$ cat src/rtl/disp_pkg.sv
// ---------------------------------------------------------------------------
// disp_pkg
//   Shared constants for the multiplexed 7-segment display blocks.
//   - SEG_0..SEG_9, SEG_DASH, SEG_OFF : segment patterns {g,f,e,d,c,b,a},
//     active-high, for a common-cathode display.
//   - AN_UNITS / AN_TENS              : bit positions inside an_o.
//   - sel_e                           : which digit slot the scanner is in.
// ---------------------------------------------------------------------------
package disp_pkg;

  localparam logic [6:0] SEG_0    = 7'h3F;
  localparam logic [6:0] SEG_1    = 7'h06;
  localparam logic [6:0] SEG_2    = 7'h5B;
  localparam logic [6:0] SEG_3    = 7'h4F;
  localparam logic [6:0] SEG_4    = 7'h66;
  localparam logic [6:0] SEG_5    = 7'h6D;
  localparam logic [6:0] SEG_6    = 7'h7D;
  localparam logic [6:0] SEG_7    = 7'h07;
  localparam logic [6:0] SEG_8    = 7'h7F;
  localparam logic [6:0] SEG_9    = 7'h6F;
  localparam logic [6:0] SEG_DASH = 7'h40;
  localparam logic [6:0] SEG_OFF  = 7'h00;

  localparam int AN_UNITS = 0;
  localparam int AN_TENS  = 1;

  typedef enum logic {
    SEL_UNITS = 1'b0,
    SEL_TENS  = 1'b1
  } sel_e;

  // Flip between the two digit slots.
  function automatic sel_e next_sel(input sel_e s);
    return (s == SEL_UNITS) ? SEL_TENS : SEL_UNITS;
  endfunction

endpackage

$ cat src/rtl/bcd_to_seg7.sv
// ---------------------------------------------------------------------------
// bcd_to_seg7
//   Purely combinational BCD -> 7-segment decoder.
//   Ports:
//     bcd_i  in  4  digit value; 0-9 valid, 10-15 shown as a dash
//     seg_o  out 7  segments {g,f,e,d,c,b,a}, active-high
// ---------------------------------------------------------------------------
module bcd_to_seg7
  import disp_pkg::*;
(
  input  logic [3:0] bcd_i,
  output logic [6:0] seg_o
);

  // Codes outside 0-9 are not BCD; a dash makes the fault visible on the
  // display instead of showing a plausible-looking wrong digit.
  always_comb begin
    seg_o = SEG_DASH;
    case (bcd_i)
      4'd0:    seg_o = SEG_0;
      4'd1:    seg_o = SEG_1;
      4'd2:    seg_o = SEG_2;
      4'd3:    seg_o = SEG_3;
      4'd4:    seg_o = SEG_4;
      4'd5:    seg_o = SEG_5;
      4'd6:    seg_o = SEG_6;
      4'd7:    seg_o = SEG_7;
      4'd8:    seg_o = SEG_8;
      4'd9:    seg_o = SEG_9;
      default: seg_o = SEG_DASH;
    endcase
  end

endmodule

$ cat src/rtl/bcd_display_scanner.sv
// ---------------------------------------------------------------------------
// bcd_display_scanner
//   Drives a 2-digit multiplexed common-cathode 7-segment display from two
//   BCD digits. Digits are captured on load_i into shadow registers, copied
//   into the display registers at each slot boundary, time-multiplexed
//   units/tens, PWM-dimmed in 8 levels, with optional leading-zero blanking.
//   Parameter:
//     SCAN_DIV    log2 of clocks per digit slot (must be >= 3)
//   Ports:
//     clk         in   1  system clock
//     rst         in   1  asynchronous, active-high reset
//     digit10_i   in   4  tens digit, BCD
//     digit1_i    in   4  units digit, BCD
//     load_i      in   1  capture digit inputs into shadow regs this edge
//     blank_lz_i  in   1  blank the tens digit when it is 0
//     bright_i    in   3  brightness 0..7
//     seg_o       out  7  segments {g,f,e,d,c,b,a}, active-high, registered
//     an_o        out  2  digit enables {tens,units}, one-hot or zero, registered
// ---------------------------------------------------------------------------
module bcd_display_scanner
  import disp_pkg::*;
#(
  parameter int SCAN_DIV = 6
) (
  input  logic       clk,
  input  logic       rst,
  input  logic [3:0] digit10_i,
  input  logic [3:0] digit1_i,
  input  logic       load_i,
  input  logic       blank_lz_i,
  input  logic [2:0] bright_i,
  output logic [6:0] seg_o,
  output logic [1:0] an_o
);

  localparam logic [SCAN_DIV-1:0] P_ONE = {{(SCAN_DIV-1){1'b0}}, 1'b1};

  logic [3:0]          shadow10_q, shadow10_d;
  logic [3:0]          shadow1_q,  shadow1_d;
  logic [3:0]          disp10_q,   disp10_d;
  logic [3:0]          disp1_q,    disp1_d;
  logic [SCAN_DIV-1:0] p_q,        p_d;
  sel_e                sel_q,      sel_d;
  logic [6:0]          seg_q,      seg_d;
  logic [1:0]          an_q,       an_d;

  logic                wrap;
  logic                lit;
  logic                blank_tens;
  logic [3:0]          digit_sel;
  logic [6:0]          pattern;
  logic [2:0]          p_top;

  assign wrap  = (p_q == '1);
  assign p_top = p_q[SCAN_DIV-1 -: 3];

  // Digit currently being scanned; fed to the shared decoder.
  assign digit_sel = (sel_q == SEL_TENS) ? disp10_q : disp1_q;

  bcd_to_seg7 u_dec (
    .bcd_i (digit_sel),
    .seg_o (pattern)
  );

  // Shadow capture and slot-boundary transfer. The display registers only
  // change on the last edge of a slot, so a load mid-slot never alters the
  // pattern of the slot in progress. Taking shadow_d (not shadow_q) means a
  // load on the very last edge of a slot still makes it into the next one.
  always_comb begin
    shadow10_d = shadow10_q;
    shadow1_d  = shadow1_q;
    if (load_i) begin
      shadow10_d = digit10_i;
      shadow1_d  = digit1_i;
    end
    disp10_d = disp10_q;
    disp1_d  = disp1_q;
    if (wrap) begin
      disp10_d = shadow10_d;
      disp1_d  = shadow1_d;
    end
  end

  // Free-running prescaler; the digit select flips as it wraps.
  always_comb begin
    p_d   = p_q + P_ONE;
    sel_d = wrap ? next_sel(sel_q) : sel_q;
  end

  // PWM and blanking. Count 0 of each slot is always dark so the segment
  // lines can settle on the new digit before its anode is enabled. The top
  // three prescaler bits form the PWM phase, so brightness b lights phases
  // 0..b, minus the dead cycle in phase 0.
  always_comb begin
    lit        = (p_q != '0) && (p_top <= bright_i);
    blank_tens = blank_lz_i && (disp10_q == 4'd0);
    seg_d      = pattern;
    an_d       = 2'b00;
    if (lit) begin
      if (sel_q == SEL_TENS) begin
        an_d[AN_TENS] = !blank_tens;
      end else begin
        an_d[AN_UNITS] = 1'b1;
      end
    end
  end

  // All state, including the registered outputs. Reset darkens the display
  // immediately and restarts scanning at the start of a units slot.
  always_ff @(posedge clk or posedge rst) begin
    if (rst) begin
      shadow10_q <= 4'd0;
      shadow1_q  <= 4'd0;
      disp10_q   <= 4'd0;
      disp1_q    <= 4'd0;
      p_q        <= '0;
      sel_q      <= SEL_UNITS;
      seg_q      <= SEG_OFF;
      an_q       <= 2'b00;
    end else begin
      shadow10_q <= shadow10_d;
      shadow1_q  <= shadow1_d;
      disp10_q   <= disp10_d;
      disp1_q    <= disp1_d;
      p_q        <= p_d;
      sel_q      <= sel_d;
      seg_q      <= seg_d;
      an_q       <= an_d;
    end
  end

  assign seg_o = seg_q;
  assign an_o  = an_q;

endmodule

$ cat config.mk
export PLATFORM = sky130hd
export DESIGN_NAME = bcd_display_scanner
export DESIGN_NICKNAME = d
export VERILOG_FILES = /design/src/rtl/disp_pkg.sv /design/src/rtl/bcd_to_seg7.sv /design/src/rtl/bcd_display_scanner.sv
export SDC_FILE = /design/constraint.sdc
export NUM_CORES = 1
export LEC_CHECK = 0
export CORE_MARGIN = 4
export CORE_UTILIZATION = 30
export DETAILED_ROUTE_END_ITERATION = 8
export GPL_ROUTABILITY_DRIVEN = 1
export HOLD_SLACK_MARGIN = 0.1
export PLACE_DENSITY = 0.49
export SYNTH_ARGS = -nofsm -noshare
export SYNTH_HDL_FRONTEND = slang
export SYNTH_SLANG_ARGS = --single-unit
$ cat constraint.sdc
create_clock -name clk -period 1.55 [get_ports clk]
set_input_delay 0.2325 -clock clk [delete_from_list [all_inputs] [get_ports clk]]
set_output_delay 0.2325 -clock clk [all_outputs]
set_load 0.01 [all_outputs]
==> metrics.cfg, run 1 <==
[setup_path]
rr_endpoint=disp1_q[0]
setup.worst_path.start=p_q[1]
crit_path_max_fanout=9
r2r_start=p_q[1]
crit_end=disp1_q[0]
worstRegToRegCells=4
r2r_slack_ns=0.09
startpoint_type=flop
worstPathArrival_ns=1.62
end_kind=flop
critPathKind=reg -> reg
crit_required_ns=1.71

[placement]
place_congestion=0.7873
dp.cells=211
portBuffers=23
dp_hpwl_um=1998

[global_routing]
grt_pass1_wl_um=4809
grt.overflow.total=0
grt_antenna_before_repair=0
grt_pass1_vias=987
grtUsageTotal=0.1030
grt_max_degree=33

[floorplan]
start_util=0.3129
die_y_um=78.66
die-area_um2=6187
die_w_um=78.66
rows=25
ios=24
core_area_um2=4786

[routing]
wl_per_cell_um=12.28
finalWirelength_um=2702
detail-route-antenna-nets=0
met2WireLength_um=1283
num_vias=940
drt_iter0_drc=46
vias_per_cell=4.273
wl_met1_um=1192
wl_met3_um=151
drc=0
firstDrtPassIters=4
top_layer=met4

[logic_synthesis]
ys_async_sr_fraction=1.000
yosysSeqAreaShare=0.5347
synth_seq_cells=32
synth_cell_type_count=29
syn_area_per_cell_um2=13.02
syn-instance-count=115
synth_nets=141
ys.flop_type=dfrtp_1
syn_area_um2=1498
yosys_warnings=0
synth_edf_count=0

[clock_network]
cts_inserted_buffers=5
cts_root_buffer=clkbuf_8
clock_sinks=32
insertion_delay_ns=0.28
cts_max_path_buffers=2
htree_levels=2
clk_pin_slew_ns=0.07
postCtsHoldBufs=0
cts_tree=done

[timing]
fmax_ghz=0.6864
tightest_slew_ns=0.3925
fin_crit_ns=1.457
hold_viol=0
finalSetupTns_ns=0
drv_slew=0
finalSetupViolCount=0
rsz0062_at_grt=false
maxSlewHeadroom=0.7383
skew_ns=0.003525
finalCritPeriodShare=0.9399

[power_and_ir_drop]
p_leak_uw=0.0008795
pwr_density_cell_nw_per_um2=882.7
ir_drop_mv=0.2542
power_uw=1741

[job]
cap_violations=0

[min_path]
worst_hold_path_type=in -> async

[run_status]
status=completed

[layout]
syn_to_final_growth_pct=31.66
fin_cells=220
antenna_cells=0
drive_above_1_share=0.2810
final_nets=178

## Yosys cell counts, types with 2 or more instances
cell / instances / area share
mux2i_1: 2 / 0.013
nor2_1: 2 / 0.0050
nor4_1: 2 / 0.0084
xnor2_1: 3 / 0.018
mux2_2: 17 / 0.13
dfrtp_1: 32 / 0.53
ha_1: 11 / 0.092
mux2i_4: 2 / 0.030
inv_1: 9 / 0.023
nand2_1: 8 / 0.020
a21oi_1: 2 / 0.0067
nand3_1: 3 / 0.010
o21ai_0: 4 / 0.013
xor2_1: 2 / 0.012
o21ai_1: 2 / 0.0067
## layout by cell type, fill, tap and decap left out
| cell | count |
|---|---|
| o22ai_2 | 1 |
| mux2i_1 | 2 |
| a31oi_1 | 1 |
| buf_4 | 9 |
| nand3_2 | 1 |
| dfrtp_2 | 1 |
| a22o_1 | 1 |
| nand2_1 | 8 |
| and2b_1 | 1 |
| a21oi_1 | 2 |
| o21ai_2 | 1 |
| and3_1 | 1 |
| nor2_8 | 1 |
| mux2i_4 | 2 |
| o21ai_0 | 4 |
| clkinv_2 | 1 |
| nor4_1 | 2 |
| nor2_1 | 2 |
| nand3_1 | 3 |
| nor2_2 | 1 |
| ha_1 | 11 |
| clkbuf_8 | 5 |
| inv_2 | 1 |
| xor2_1 | 2 |
| mux2_2 | 17 |
| bufinv_16 | 1 |
| clkdlybuf4s50_1 | 23 |
| dfrtp_1 | 31 |
| a211oi_1 | 1 |
| o21ai_1 | 2 |
| inv_1 | 9 |
| nand2_2 | 1 |
| clkbuf_1 | 1 |
| xnor2_1 | 3 |
## layout make-up
type	instances	area (um^2)
fillers	461	2814
inverters	10	37.54
clock inverters	2	35.03
repair buffers	32	297.8
multi-input cells	71	643.1
well taps	67	83.83
flip-flops and latches	32	802.0
clock buffers	6	72.57
## how the worst min path moves through the flow
stage | start | end | cells past startpoint
after floorplan | rst | an_o[0] | 1
after global placement | shadow1_q[1] | shadow1_q[1] | 1
after detailed placement | shadow1_q[1] | shadow1_q[1] | 1
after CTS | rst | p_q[2] | 3
after global routing | rst | an_o[0] | 3
final | rst | p_q[2] | 3
## per-layer routing
metal | global-route usage | vias up
met5 | 0 | -
met4 | 0.05769 | 0
met3 | 0.03670 | 7
met2 | 0.1553 | 21
met1 | 0.1271 | 451
li1 | - | 461
## critical path, stage by stage, from the launching register on
cell     delay (ns)
dfrtp_1        0.39
ha_1           0.21
nand3_2        0.15
nor2_8         0.23
mux2_2         0.36
## kinds of logic (layout without fill, tap and decap cells)
| kind of cell | after synthesis | in the layout | synth area share |
|---|---|---|---|
| multiplexers | 21 | 21 | 0.1713 |
| adder cells (fa/ha/maj) | 11 | 11 | 0.09190 |
| AO/OA/AOI/OAI | 13 | 13 | 0.05598 |
| buffers and inverters | 12 | 50 | 0.03592 |
| AND/OR/NAND/NOR | 21 | 21 | 0.08105 |
| XOR/XNOR | 5 | 5 | 0.02925 |
| flip-flops | 32 | 32 | 0.5347 |
## sequential cells by signal (all words and copies together), names as in the netlist
register and count:
an_o 2, disp10_q 4, disp1_q 4, p_q 6, seg_o 7, sel_q 1
shadow10_q 4, shadow1_q 4
## repair_timing
action                     4_1_cts  5_1_grt
setup endpoints to repair        0        3
setup buffers                    0        1
hold endpoints to repair         0        0
resized for setup                0        1
## through the flow
step	hold slack (ns)	cell area, um^2	util	setup WS (ns)
floorplan	0.3487	1498	-	0.03230
detailed placement	0.4855	1856	0.3877	-0.04817
finish	0.3343	1972	0.4120	0.09315
CTS	0.3510	1963	0.4102	0.03993
global placement	0.4785	1856	0.3877	-0.03613
global route	0.3994	1972	0.4120	0.01820
## report_power, final
part / internal [uW] / leakage [uW] / total [uW] / switching (uW)
logic: 63.9 / 0.000445 / 107 / 42.6
registers: 858 / 0.000379 / 863 / 4.94
clock network: 476 / 0.0000552 / 771 / 295
total: 1400 / 0.000880 / 1740 / 342
Note: power is estimated with default switching activity, not from simulation.
==> run 2: changes to the inputs <==
CORE_UTILIZATION = 47   (was 30)
PLACE_DENSITY = 0.71   (was 0.49)
clock period = 1.25 ns   (was 1.55 ns; I/O delays follow)
==> metrics.cfg, run 2 (synthesis results as in run 1) <==
[run_status]
status=finished with violations
violations=negative setup slack

[routing]
drt_iter0_drc=24  ; -48%
wl_per_cell_um=13.70  ; +12%
detail-route-antenna-nets=0  ; unchanged
num_vias=1026  ; +9.1%
finalWirelength_um=2931  ; +8.5%
drc=0  ; unchanged
firstDrtPassIters=3  ; -1
vias_per_cell=4.794  ; +12%

[clock_network]
cts_root_buffer=clkbuf_4
insertion_delay_ns=0.34  ; +0.06 ns
htree_levels=2  ; unchanged
cts_max_path_buffers=2  ; unchanged
clock_sinks=32  ; unchanged
clk_pin_slew_ns=0.09  ; +0.02 ns
cts_inserted_buffers=5  ; unchanged
postCtsHoldBufs=0  ; unchanged
cts_tree=done

[global_routing]
grtUsageTotal=0.1631  ; +0.06004
grt.overflow.total=0  ; unchanged
grt_max_degree=33  ; unchanged
grt_pass1_vias=1123  ; +14%
grt_pass1_wl_um=5126  ; +6.6%
grt_antenna_before_repair=0  ; unchanged

[power_and_ir_drop]
p_int_uw=1464  ; +4.7%
ir_drop_mv=0.6868  ; +170%
power_uw=1861  ; +6.9%
power.share.combinational=0.077  ; +0.016
p_seq_frac=0.575  ; +0.079
sw_frac_of_total=0.2133  ; +0.01670
pwr_density_cell_nw_per_um2=844.7  ; -4.3%
p_leak_uw=0.0009777  ; +11%
clock_power_share=0.348  ; -0.095
total_switching_power_uw=397.0  ; +16%

[floorplan]
die-area_um2=4154  ; -33%
die_w_um=64.45  ; -18%
core_area_um2=3053  ; -36%
rows=20  ; -20%
start_util=0.4906  ; +0.1776
ios=24  ; unchanged
die_y_um=64.45  ; -18%

[job]
cap_violations=0  ; unchanged

[layout]
drive_above_1_share=0.4353  ; +0.1542
multiInputGateArea_um2=768.2  ; +19%
final_nets=196  ; +10%
syn_to_final_growth_pct=47.12
final_cell_area_um2=2203  ; +12%
register_area_um2=802.0  ; unchanged
fillCellCount=203  ; -56%
fin_cells=214  ; -2.7%
final_common_cell=dfrtp_1
mostFrequentLayoutCells=dfrtp_1 (31), buf_4 (17), clkdlybuf4s50_1 (14)
antenna_cells=0  ; unchanged
largest_reg_flops=7  ; unchanged

[timing]
finalSetupTns_ns=-1.472  ; -1.472 ns
drv_slew=0  ; unchanged
finalCritPeriodShare=1.158  ; +0.2178
fmax_ghz=0.6911  ; +0.68%
fin_ws_ns=-0.1971  ; -0.2902 ns
fin_crit_ns=1.447  ; -0.009780 ns
finalSetupViolCount=15  ; +15
maxSlewHeadroom=0.7686  ; +0.03028
tightest_slew_ns=0.3439  ; -0.04859 ns
skew_ns=0.007874  ; +0.004349 ns
hold_viol=0  ; unchanged
rsz0062_at_grt=true
whs_ns=0.1939  ; -0.1404 ns

[setup_path]
r2r_start=sel_q
critPathKind=reg -> reg
slowest_delay_ns=0.47  ; +0.08 ns
worstPathArrival_ns=1.67  ; +0.05 ns
slowest_stage=dfrtp_2
startpoint_type=flop
worstRegToRegCells=6  ; +2
rr_endpoint=seg_o[5]
r2r_slack_ns=-0.20  ; -0.29 ns
crit_required_ns=1.48  ; -0.23 ns
crit_path_cell_trace=mux2i_4 > buf_6 > buf_6 > ha_4 > a21oi_2 > o22ai_2
crit_top_cell=buf_6
end_kind=flop
crit_path_max_fanout=4  ; -5

[placement]
place_area_um2=1964  ; +5.9%
dp_hpwl_um=2045  ; +2.4%
dp.cells=197  ; -6.6%
portBuffers=23  ; unchanged
place_congestion=0.7210  ; -8.4%

[min_path]
worst_hold_path_type=in -> async

## run 2: how the worst max path moves through the flow
stage                           start  cells after the start         end
after floorplan                 sel_q                      6    seg_o[0]
after global placement         load_i                      4  disp1_q[2]
after detailed placement  bright_i[2]                      7     an_o[0]
after CTS                       sel_q                      5    seg_o[0]
after global routing            sel_q                      6    seg_o[3]
final                           sel_q                      6    seg_o[5]
## run 2: per-stage QoR
step           worst slack, ns    util
6_report               -0.1971  0.7217
5_1_grt                -0.2525  0.7217
4_1_cts                -0.1611  0.6934
3_5_place_dp           -0.3075  0.6434
3_3_place_gp           -0.2851  0.6434
2_1_floorplan          -0.1515       -
## run 2: cell type report
class | instances | area share
Clock buffer | 7 | 0.02953
Inverter | 10 | 0.02044
Multi-Input combinational cell | 71 | 0.3487
Sequential cell | 32 | 0.3640
Tap cell | 44 | 0.02499
Timing Repair Buffer | 50 | 0.2124
## run 2: power groups by stage
stage	Clock, uW	Sequential [uW]	Combinational (uW)
detailed placement	0	1090	142
floorplan	0	1090	66.1
global route	716	1070	159
CTS	666	1070	142
global placement	0	1090	137
finish	648	1070	143
## run 2: metal layers
| layer | GRT usage | vias up | routed length [um] |
|---|---|---|---|
| met1 | 0.1859 | 496 | 1252 |
| met4 | 0.05541 | 0 | 53 |
| met3 | 0.06066 | 6 | 145 |
| met2 | 0.2809 | 25 | 1479 |
| met5 | 0 | - | 0 |
| li1 | - | 499 | - |
## run 2: worst max-delay path, delay by kind of cell (launching register included)
| family | cells | cell delay (ns) |
|---|---|---|
| fa+ha+maj | 1 | 0.16 |
| compound gates | 2 | 0.23 |
| buf+inv | 2 | 0.27 |
| flops | 1 | 0.47 |
| mux | 1 | 0.21 |
## run 2: repair_timing
| action | 4_1_cts | 5_1_grt |
|---|---|---|
| setup buffers | 7 | 3 |
| setup endpoints to repair | 26 | 18 |
| pin swaps | 3 | 9 |
| resized for setup | 23 | 16 |
==> patch 1, RTL diff (settings of run 1) <==
Register the inputs `digit10_i`, `digit1_i`, `load_i`, `blank_lz_i` and `bright_i` before use, without a reset. The logic sees them one clock later.
--- a/src/rtl/bcd_display_scanner.sv
+++ b/src/rtl/bcd_display_scanner.sv
@@ -36,4 +36,18 @@
   localparam logic [SCAN_DIV-1:0] P_ONE = {{(SCAN_DIV-1){1'b0}}, 1'b1};
 
+  logic [3:0] digit10_q;
+  logic [3:0] digit1_q;
+  logic load_q;
+  logic blank_lz_q;
+  logic [2:0] bright_q;
+
+  always_ff @(posedge clk) begin
+    digit10_q  <= digit10_i;
+    digit1_q   <= digit1_i;
+    load_q     <= load_i;
+    blank_lz_q <= blank_lz_i;
+    bright_q   <= bright_i;
+  end
+
   logic [3:0]          shadow10_q, shadow10_d;
   logic [3:0]          shadow1_q,  shadow1_d;
@@ -70,7 +84,7 @@
     shadow10_d = shadow10_q;
     shadow1_d  = shadow1_q;
-    if (load_i) begin
-      shadow10_d = digit10_i;
-      shadow1_d  = digit1_i;
+    if (load_q) begin
+      shadow10_d = digit10_q;
+      shadow1_d  = digit1_q;
     end
     disp10_d = disp10_q;
@@ -93,6 +107,6 @@
   // 0..b, minus the dead cycle in phase 0.
   always_comb begin
-    lit        = (p_q != '0) && (p_top <= bright_i);
-    blank_tens = blank_lz_i && (disp10_q == 4'd0);
+    lit        = (p_q != '0) && (p_top <= bright_q);
+    blank_tens = blank_lz_q && (disp10_q == 4'd0);
     seg_d      = pattern;
     an_d       = 2'b00;
Check against the original RTL: not equivalent (Yosys sat finds a counterexample within 10 cycles, from zero or initial values and one cycle with rst high).
==> patch 1 against run 1 <==
Area after synthesis rose by 18%; count of clock-buffer cells in the layout rose by 1; routed wire length rose by 8.8%; clock skew barely moved; sequential cell count rose by 13; power rose by 28%; cell area rose by 16%; die area rose by 16%; worst setup slack improved by 0.039 ns; hold slack got worse by 0.025 ns.
==> patch 1: results (changes against run 1) <==
vias in the first global route 1,108 (was 987); synth top area cells dfrtp_1 (45%), dfxtp_1 (15%), ha_1 (7.8%) (was dfrtp_1 (53%), mux2_2 (13%), ha_1 (9.2%)); outcome complete, no violations (unchanged); crit-path max cell delay 0.47 ns (was 0.39 ns); top cells by count, synth dfrtp_1 (32), dfxtp_1 (13), ha_1 (11), inv_1 (9), mux2_2 (9) (was dfrtp_1 (32), mux2_2 (17), ha_1 (11), inv_1 (9), nand2_1 (8)); P_leak 0.00102 µW (was 0.000880 µW); share of layout cells above drive strength 1 0.269 (was 0.281); Post-DP HPWL 2.11 mm (was 2.00 mm); DRT iter0 DRCs 44 (was 46); RePlAce Congestion 0.691 (was 0.787); drt wl/cell 12.1 µm (was 12.3 µm); first-pass GRT wire length 5.24 mm (was 4.81 mm); Final #Nets 196 (was 178); Syn Nets 154 (was 141); CP Data Arrival Time 1.59 ns (was 1.62 ns); unique cell type count in the Yosys netlist 26 (was 29); ys async rst share 0.711 (was 1.00); # fillers 541 (was 461); Crit Path Max Fanout 5 (was 9); part of the Yosys area used for sequential elements 0.603 (was 0.535); maximum vdd ir drop 0.000548 V (was 0.000254 V); skew final 0.00374 ns (was 0.00352 ns); pre-CTS setup slack -0.0427 ns (was -0.0482 ns); Via density 4.19 (was 4.27); Max stage delay cell, worst path dfrtp_2 (was dfrtp_1); Rel. slew slack 0.711 (was 0.738); area of placed instances 2140 µm² (was 1860 µm²); Tot GR Track Use 0.0919 (was 0.103); cell family with most CP delay flip-flops (unchanged)
## patch 1: changes by cell type after synthesis, sizes merged
| cell | delta |
|---|---|
| nor2 | -1 |
| nand2 | -1 |
| nor2b | +1 |
| buf | +1 |
| and3 | +1 |
| dfxtp | +13 |
| and2b | -1 |
## patch 1: metrics by stage
step                       util  cells  setup TNS, ns
after floorplan               -    128              0
after global placement    0.381    231        -0.0164
after detailed placement  0.381    231        -0.0745
after CTS                 0.403    239              0
after global routing      0.410    243        -0.0325
final                     0.410    243              0
## patch 1: report_power, final
part	switching [µW]	leakage, µW	internal [µW]
clock network	377	0.0000585	525
logic	40.1	0.000475	61.3
registers	13.1	0.000489	1210
total	430	0.00102	1800
## patch 1: worst paths after layout
path / startpoint / end / slack (ns) / cells past startpoint
max: sel_q / seg_o[3] / 0.13 / 5
min: rst / seg_o[1] / 0.31 / 3
max reg2reg: sel_q / seg_o[3] / 0.13 / 5
min reg2reg: digit10_q[1] / shadow10_q[1] / 0.49 / 1
max in group asynchronous: rst / sel_q / 0.92 / 3
min in group clk: blank_lz_i / blank_lz_q / 0.38 / 1
## patch 1: layer usage
layer / track usage / routed length (µm) / vias up
met5: 0 / 0 / -
met4: 0.0345 / 48 / 0
met3: 0.0324 / 165 / 5
met2: 0.151 / 1400 / 24
met1: 0.111 / 1330 / 481
li1: - / - / 509
## patch 1: cell type report
cell class / count / share of cell area
Sequential cell: 45 / 0.462
Timing Repair Buffer: 38 / 0.149
Multi-Input combinational cell: 70 / 0.282
Clock buffer: 7 / 0.0376
Clock inverter: 1 / 0.0131
Inverter: 10 / 0.0163
Tap cell: 72 / 0.0392
## patch 1: repair_timing
action	in CTS	in global routing
setup buffers	0	4
pin swaps	0	1
endpoints found under the setup margin	4	2
resized for setup	3	3
## patch 1: logic make-up after synthesis
logic type,after synthesis,share of synthesized area
DFF,45,0.603
muxes,21,0.163
and+or+nand+nor,20,0.0526
AOI/OAI and AO/OA,13,0.0419
buffers and inverters,13,0.0370
adders and majority gates,11,0.0782
xor gates and xnor gates,5,0.0249
## patch 1: worst min-delay path, stage by stage
cell and delay (ns):
clkdlybuf4s50_1 0.39, inv_1 0.05, buf_4 0.35
==> patch 2, RTL diff (flow settings as in run 1) <==
Made on the original files. `SCAN_DIV`: 6 -> 5.
--- a/src/rtl/bcd_display_scanner.sv
+++ b/src/rtl/bcd_display_scanner.sv
@@ -21,5 +21,5 @@
   import disp_pkg::*;
 #(
-  parameter int SCAN_DIV = 6
+  parameter int SCAN_DIV = 5
 ) (
   input  logic       clk,
Function: changed (a bounded check fails within 10 cycles, from zero or initial values and one cycle with rst high).
==> patch 2 against run 1 <==
Sequential share of layout area rose by 0.10 points; synthesized cell count shrank 5.2%; sequential cell count is 1 lower; cell area shrank 3.4%; via count shrank 3.1%; critical endpoint is now seg_o[0]; routed wire length decreased by 9.0%; area after synthesis shrank 3.5%; worst setup slack gained 0.026 ns; clock skew increased by 0.0013 ns.
Power is not compared: it rests on default switching activity, and its combinational part moved more than twofold at a synthesized area within 25%.
==> patch 2: results (changes against run 1) <==
First-pass DRT Iterations 2 (was 4); Worst Tran Pin Value 0.420 ns (was 0.392 ns); Tot GR Track Use 0.0944 (was 0.103); CP Data Arrival Time 1.64 ns (was 1.62 ns); unique cell type count in the Yosys netlist 31 (was 29); final WL 2.46 mm (was 2.70 mm); IO buf count 23 (unchanged); Final Hold Fails 0 (unchanged); ys async rst share 1.00 (unchanged); antenna violations before repair 0 (unchanged); Syn Nets 136 (was 141); number of diodes 0 (unchanged); first-pass GRT wire length 4.31 mm (was 4.81 mm); Tightest Hold Check Type in2async (unchanged); largest net degree at the start of global routing 32 (was 33); Longest Clk Path Bufs 2 (unchanged); top cells by count, synth dfrtp_1 (31), mux2_2 (16), ha_1 (12), inv_1 (9) (was dfrtp_1 (32), mux2_2 (17), ha_1 (11), inv_1 (9), nand2_1 (8)); post-CTS setup buffer count 0 (unchanged); P_leak ~0.00087 µW; Warnings, synthesis 0 (unchanged); synth top area cells dfrtp_1 (54%), mux2_2 (12%), ha_1 (10%) (was dfrtp_1 (53%), mux2_2 (13%), ha_1 (9.2%)); root buf cell clkbuf_8 (unchanged); maximum vdd ir drop roughly 0.00038 V; Crit Path Max Fanout 4 (was 9); max FFs per register 7 (unchanged); skew final 0.00479 ns (was 0.00352 ns); Final #Nets 175 (was 178); RePlAce Congestion 0.713 (was 0.787); vias in the first global route 971 (was 987); DRT iter0 DRCs 22 (was 46); clock-pin slew on the worst setup and hold paths 0.06 ns; part of the Yosys area used for sequential elements 0.537 (was 0.535); outcome complete, no violations (unchanged); share of layout cells above drive strength 1 0.309 (was 0.281); # fillers 435 (was 461); Post-DP HPWL 1.89 mm (was 2.00 mm); Via density 4.53 (was 4.27)
==> patch 2: path summary, 6_finish.rpt <==
check / startpoint / to / slack, ns / cells after the start
max in group asynchronous: rst / sel_q / 0.91 / 3
max reg2reg: sel_q / seg_o[0] / 0.12 / 6
min: rst / seg_o[0] / 0.34 / 3
min reg2reg: shadow1_q[3] / shadow1_q[3] / 0.50 / 1
min in group clk: shadow1_q[3] / shadow1_q[3] / 0.50 / 1
max: sel_q / seg_o[0] / 0.12 / 6
==> patch 2: per-layer routing <==
metal / up-vias / global-route usage / part of all wire
li1: 454 / - / -
met1: 427 / 0.105 / 0.44
met2: 23 / 0.147 / 0.47
met3: 7 / 0.0370 / 0.069
met4: 0 / 0.0676 / 0.027
met5: - / 0 / 0
==> patch 2: cell families after synthesis <==
logic type      after synthesis  synth area share
flops                        31             0.537
mux                          21             0.171
simple gates                 19            0.0710
buf+inv                      12            0.0424
fa+ha+maj                    12             0.104
compound gates               11            0.0563
xor+xnor                      3            0.0182
==> patch 2: through the flow <==
stage	hold slack, ns	instance area [µm²]	setup WS (ns)	TNS, ns	instances
finish	0.342	1910	0.119	0	201
global route	0.398	1910	0.0143	0	201
CTS	0.353	1890	0.0481	0	201
detailed placement	0.486	1800	-0.140	-0.564	193
global placement	0.486	1800	-0.0718	-0.440	193
floorplan	0.336	1450	0.0435	0	109
==> patch 2: critical path, cell delays in order (launching register included) <==
cell     delay, ns
dfrtp_2       0.42
mux2i_2       0.30
inv_1         0.11
ha_1          0.24
nor2_4        0.12
o21ai_1       0.08
nand2_1       0.10
==> patch 2: power by group <==
part           switching [µW]  total (µW)  internal (µW)
clock network             270         584            314
registers                33.1         915            882
logic                     135         315            180
total                     439        1810           1380
==> patch 2: cell type report <==
type / count / area share
Timing Repair Buffer: 35 / 0.168
Sequential cell: 31 / 0.408
Multi-Input combinational cell: 66 / 0.330
Inverter: 9 / 0.0177
Tap cell: 52 / 0.0341
Clock buffer: 7 / 0.0401
Clock inverter: 1 / 0.00263
==> patch 2: what timing repair did <==
action / 4_1_cts / 5_1_grt
setup endpoints to repair: 9 / 11
cloned: 0 / 0
gates resized for setup: 1 / 4
